<file path="src/rtl/epu_mem_pkg.sv">
// Shared types for the byte-wide RAM arbiter: FSM states,
// request length encodings, owner tags and byte-count helper.
package epu_mem_pkg;

    typedef enum logic [1:0] {
        IDLE = 2'd0,
        RD   = 2'd1,
        WR   = 2'd2,
        GAP  = 2'd3
    } state_t;

    localparam logic [1:0] LEN_BYTE = 2'b00;
    localparam logic [1:0] LEN_HALF = 2'b01;
    localparam logic [1:0] LEN_WORD = 2'b10;

    typedef enum logic {
        OWN_IF  = 1'b0,
        OWN_MEM = 1'b1
    } owner_t;

    // 2'b11 is treated as a word access.
    function automatic logic [2:0] len_to_bytes(input logic [1:0] len);
        logic [2:0] n;
        case (len)
            LEN_BYTE: n = 3'd1;
            LEN_HALF: n = 3'd2;
            default:  n = 3'd4;
        endcase
        return n;
    endfunction

endpackage

</file>
<file path="src/rtl/mem_arbiter.sv">
// Arbitrates the single byte-wide RAM port between instruction fetch
// (word reads) and the MEM stage (byte/half/word loads and stores).
// Multi-byte accesses go out one byte per cycle; completion is a
// one-cycle done pulse to the owning requester.
// Ports: clk_in/rst_in (sync, active-high), rdy_in (0 = pause);
//   if_req/if_addr -> if_done/if_data;
//   mem_req/we/len/addr/wdata -> mem_done/mem_rdata;
//   ram_a/ram_dout/ram_wr out, ram_din in (one-cycle read latency).
module mem_arbiter
    import epu_mem_pkg::*;
#(
    parameter int ADDR_W = 32,
    parameter int DATA_W = 32
) (
    input  logic              clk_in,
    input  logic              rst_in,
    input  logic              rdy_in,
    input  logic              if_req,
    input  logic [ADDR_W-1:0] if_addr,
    output logic              if_done,
    output logic [DATA_W-1:0] if_data,
    input  logic              mem_req,
    input  logic              mem_we,
    input  logic [1:0]        mem_len,
    input  logic [ADDR_W-1:0] mem_addr,
    input  logic [DATA_W-1:0] mem_wdata,
    output logic              mem_done,
    output logic [DATA_W-1:0] mem_rdata,
    input  logic [7:0]        ram_din,
    output logic [7:0]        ram_dout,
    output logic [ADDR_W-1:0] ram_a,
    output logic              ram_wr
);

    state_t            state;
    state_t            state_nxt;
    owner_t            owner;
    logic [ADDR_W-1:0] base;
    logic [DATA_W-1:0] wdata;
    logic [DATA_W-1:0] rbuf;
    logic [DATA_W-1:0] rword;
    logic [2:0]        nbytes;
    logic [2:0]        idx_i;
    logic [2:0]        idx_j;
    logic              issue;
    logic              in_flight;
    logic              last_cap;
    logic              last_wr;

    // idx_i = next byte to issue, idx_j = next byte to capture.
    // A read byte is in flight whenever issue has run one ahead.
    always_comb begin
        issue     = (state == RD || state == WR) && (idx_i < nbytes);
        in_flight = (state == RD) && (idx_i > idx_j);
        last_cap  = in_flight && (idx_j == nbytes - 3'd1);
        last_wr   = (state == WR) && (idx_i == nbytes - 3'd1);
        rword     = rbuf | (DATA_W'(ram_din) << {idx_j[1:0], 3'b000});
    end

    always_comb begin
        state_nxt = state;
        if (rdy_in) begin
            case (state)
                IDLE: begin
                    priority case (1'b1)
                        mem_req: state_nxt = mem_we ? WR : RD;
                        if_req:  state_nxt = RD;
                        default: state_nxt = IDLE;
                    endcase
                end
                RD:      if (last_cap) state_nxt = GAP;
                WR:      if (last_wr) state_nxt = GAP;
                default: state_nxt = IDLE;
            endcase
        end
    end

    always_comb begin
        ram_a    = issue ? base + ADDR_W'(idx_i) : '0;
        ram_dout = '0;
        if (issue && state == WR) begin
            ram_dout = wdata[{idx_i[1:0], 3'b000} +: 8];
        end
        ram_wr   = issue && (state == WR) && rdy_in;
        if_done  = (state == GAP) && (owner == OWN_IF) && rdy_in;
        mem_done = (state == GAP) && (owner == OWN_MEM) && rdy_in;
    end

    always_ff @(posedge clk_in) begin
        if (rst_in) begin
            state     <= IDLE;
            owner     <= OWN_IF;
            base      <= '0;
            wdata     <= '0;
            rbuf      <= '0;
            nbytes    <= '0;
            idx_i     <= '0;
            idx_j     <= '0;
            if_data   <= '0;
            mem_rdata <= '0;
        end else begin
            state <= state_nxt;
            if (rdy_in) begin
                case (state)
                    IDLE: begin
                        idx_i <= '0;
                        idx_j <= '0;
                        rbuf  <= '0;
                        if (mem_req) begin
                            owner  <= OWN_MEM;
                            base   <= mem_addr;
                            nbytes <= len_to_bytes(mem_len);
                            wdata  <= mem_wdata;
                        end else if (if_req) begin
                            owner  <= OWN_IF;
                            base   <= if_addr;
                            nbytes <= 3'd4;
                        end
                    end
                    RD: begin
                        if (idx_i < nbytes) idx_i <= idx_i + 3'd1;
                        if (in_flight) begin
                            idx_j <= idx_j + 3'd1;
                            rbuf  <= rword;
                            if (last_cap) begin
                                if (owner == OWN_IF) if_data <= rword;
                                else                 mem_rdata <= rword;
                            end
                        end
                    end
                    WR: if (issue) idx_i <= idx_i + 3'd1;
                    default: ;
                endcase
            end else if (state == RD) begin
                // The byte on ram_din is lost; re-issue from the oldest
                // uncaptured one after resume.
                idx_i <= idx_j;
            end
        end
    end

endmodule

</file>
<file path="config.mk">
export PLATFORM = sky130hd
export DESIGN_NAME = mem_arbiter
export DESIGN_NICKNAME = d
export VERILOG_FILES = /design/src/rtl/epu_mem_pkg.sv /design/src/rtl/mem_arbiter.sv
export SDC_FILE = /design/constraint.sdc
export NUM_CORES = 1
export LEC_CHECK = 0
export ABC_AREA = 1
export CAP_MARGIN = 20
export CORE_MARGIN = 5
export CORE_UTILIZATION = 56
export DETAILED_ROUTE_END_ITERATION = 10
export DONT_BUFFER_PORTS = 1
export PLACE_DENSITY = 0.71
export SYNTH_ARGS = -nofsm -noshare
export SYNTH_HDL_FRONTEND = slang
export SYNTH_SLANG_ARGS = --single-unit
</file>
<file path="constraint.sdc">
create_clock -name clk_in -period 3.95 [get_ports clk_in]
set_input_delay 0.395 -clock clk_in [delete_from_list [all_inputs] [get_ports clk_in]]
set_output_delay 0.395 -clock clk_in [all_outputs]
set_load 0.02 [all_outputs]
</file>
==> results of run 1 <==
[power groups by stage]
stage / clock network (mW) / registers, mW / logic [mW]
after floorplan: 0 / 1.92 / 0.626
after global placement: 0 / 1.95 / 0.737
after detailed placement: 0 / 1.95 / 0.745
after CTS: 1.70 / 1.91 / 0.750
after global routing: 1.77 / 1.93 / 0.846
final: 1.68 / 1.92 / 0.756
[synthesized netlist by cell type, drive strengths merged, types with 3 or more instances]
library cell,instances
nand3,60
nor2b,6
a31oi,6
clkbuf,43
a211oi,65
nand4,46
nand3b,3
xor2,11
nor2,134
nor3b,7
buf,34
nor3,23
a21oi,124
o21ai,110
nand2,231
clkinv,3
inv,178
ha,17
dfxtp,172
[layer usage]
layer | global-route usage | vias to the layer above | wire length (µm)
met5 | 0 | - | 0
met2 | 0.422 | 255 | 11500
met3 | 0.0643 | 40 | 1690
met1 | 0.326 | 3606 | 10500
met4 | 0.0750 | 0 | 499
li1 | - | 4111 | -
[area by class of cell]
type	instances	area [µm²]	share of cell area
clock inverter	13	145	0.0155
tap	211	264	0.0282
clock buffer	19	443	0.0473
timing repair buffer	10	75.1	0.00802
inverter	181	686	0.0733
multi-input combinational	849	4300	0.460
sequential	172	3440	0.368
[worst max-delay path: stages, from the launching register on]
cell and delay, ns:
sky130_fd_sc_hd__dfxtp_1 0.78, sky130_fd_sc_hd__clkinvlp_4 0.53, sky130_fd_sc_hd__ha_1 0.31, sky130_fd_sc_hd__nand3b_1 0.17, sky130_fd_sc_hd__nand3_1 0.10, sky130_fd_sc_hd__buf_4 0.26, sky130_fd_sc_hd__inv_1 0.24, sky130_fd_sc_hd__nand2_1 0.32
sky130_fd_sc_hd__a21oi_1 0.19
[repair_timing]
item,4_1_cts,5_1_grt
hold buffers,0,0
setup endpoints to repair,0,9
gates resized for setup,0,1
setup buffers,0,0
[state kept, by name (all words and copies together) (netlist names)]
name       flops
wdata         32
state          2
base          32
idx_j          3
if_data       32
idx_i          3
nbytes         3
rbuf          32
owner          1
mem_rdata     32
[kinds of logic (layout without fill, tap and decap cells)]
logic type	after synthesis	after routing
adders and majority gates	18	18
and+or+nand+nor	512	512
xor gates and xnor gates	12	12
buffers and inverters	258	223
DFF	172	172
AOI/OAI and AO/OA	307	307
[worst paths after layout]
kind                          startpoint                         to  slack, ns
hold / removal                    rst_in      base[15]$_SDFFE_PP0P_       0.06
setup / recovery   idx_i[0]$_SDFFE_PP0P_                ram_dout[2]       0.23
hold reg to reg   wdata[17]$_SDFFE_PP0P_     wdata[17]$_SDFFE_PP0P_       0.46
setup reg to reg   idx_i[0]$_SDFFE_PP0P_  mem_rdata[7]$_SDFFE_PP0P_       0.81
[per-stage QoR]
stage	total power, mW	cells	util	hold slack, ns	cell area [µm²]
after floorplan	2.55	1279	-	0.430	8780
after global placement	2.69	1423	0.573	0.441	8770
after detailed placement	2.70	1423	0.573	0.446	8770
after CTS	4.36	1455	0.611	0.0338	9360
after global routing	4.55	1455	0.611	0.0316	9360
final	4.35	1455	0.611	0.0559	9360
==> impl_metrics.toml, run 1 <==
[die]
dieWidth_um = 135
starting_utilization_of_the_core_area = 0.573
floorplan.rows = 45
io_pins = 219
design.core.area_um2 = 15300
die_height_um = 135
dieArea_um2 = 18300

[routing]
final_antenna_net_count = 0
vias = 8012
drc_errors = 0
routed_wl_um = 24200
firstDrtPassIters = 8
post_drt_via_cell_ratio = 5.51
detail_route.iter0.violations = 686
avgRoutedWirePerCell_um = 16.6

[sta]
tightest_slew_ns = 0.822
maxClockFrequency_mhz = 268
max-slew-margin-rel = 0.448
final_min_period_over_clock_period = 0.943
worst_clock_skew_ns = 0.0119
period_needed_ns = 3.72
finalSetupViolCount = 0
timing.final.hold_violations = 0
finalMaxSlewViolations = 0
rsz_0062_raised_after_global_routing = "false"
timing.setup.tns_ns = 0
layout_setup_ws_ns = 0.226

[worst_setup_path]
endpoint_kind = "output pin"
worst-path-max-fanout = 23
rr_worst_depth = 9
cp.required_ns = 3.56
arrival_ns = 3.33
setup.worst_path.class = "reg2out"
worstSetupStartpointType = "register"

[global_routing]
globalRoute.totalOverflow = 0
largest_net_degree_at_the_start_of_global_routing = 100
via_count_of_the_first_global_routing_pass = 7322
grt_pass1_wl_um = 37800
all_layer_global_routing_usage = 0.254
antenna_violations_before_repair = 0

[power]
power.density_cell_area_nw_per_um2 = 465
seq_power_share = 0.441
irDropWorstVdd_v = 0.000385
p_leak_nw = 3.72
sw_frac_of_total = 0.317
p_clk_frac = 0.385
cellInternalPower_mw = 2.97
total_switching_power_mw = 1.38
comb_power_share = 0.174

[synth]
synth_top_area_frac = 0.392
synth_area_in_adders = 0.0265
synth_top_family_by_area = "simple AND/OR/NAND/NOR gates"
synth.top_cells.by_area = "sky130_fd_sc_hd__dfxtp_1, sky130_fd_sc_hd__nand2_1, sky130_fd_sc_hd__inv_1"
muxShareOfSynthArea = 0
synth_cells = 1279
yosysUniqueCellTypes = 35
synthDominantAreaCellType = "sky130_fd_sc_hd__dfxtp_1"
syn_area_per_cell_um2 = 6.86
synthXorXnorAreaFrac = 0.0128
synth_ff_type = "sky130_fd_sc_hd__dfxtp_1"
synth-async-reset-ratio = 0
netlist_area_um2 = 8780
yosys_warnings = 0
synth.ff_latch_count = 172
share_of_the_synthesized_area_in_compound_gates_ao_oa_aoi_oai = 0.195
synth.net_count = 1409
seq_area_frac_synth = 0.392
synth_enable_flop_cells = 0
post_synth_and_or_nand_nor_area_fraction = 0.255

[clock_network]
clock-root-buffer = "sky130_fd_sc_hd__clkbuf_16"
cts_tree = "done"
clock_latency_ns = 0.43
cts_buffers = 17
htree_num_levels = 4
number_of_sinks_handled_by_clock_tree_synthesis = 172
clock_path_buffers = 2
clk_pin_slew_ns = 0.07

[place]
globalplace.congestion = 0.934
dpl_worst_slack_ns = 0.606
place_hpwl_um = 17100
portBuffers = 0

[cells_and_area]
final_nets = 1361
filler_cells_inserted = 1496
most_frequent_standard_cell_in_the_layout_excluding_fill_and_tap_cells = "sky130_fd_sc_hd__nand2_1"
drive_gt1_frac = 0.0490
area_growth_syn_to_layout_pct = 6.64
insertedDiodeCount = 0
highest_count_cells_in_the_layout_ignoring_fill_and_taps = "sky130_fd_sc_hd__nand2_1, sky130_fd_sc_hd__inv_1, sky130_fd_sc_hd__dfxtp_1"

[min_path]
hold_path.class = "in2reg"
min_path_cells = 1

[job]
cap_viol_max_count = 0

[status]
status = "complete, no violations"
Note: power is estimated with default switching activity, not from simulation.
==> inputs of run 2 (changes only) <==
--- a/config.mk
+++ b/config.mk
@@ -11,6 +11,7 @@
 export CORE_UTILIZATION = 56
 export DETAILED_ROUTE_END_ITERATION = 10
 export DONT_BUFFER_PORTS = 1
+export GPL_ROUTABILITY_DRIVEN = 0
 export PLACE_DENSITY = 0.71
 export SYNTH_ARGS = -nofsm -noshare
 export SYNTH_HDL_FRONTEND = slang
==> results of run 2 <==
Same layout as run 1: the final DEF is identical, and so are final timing and power.
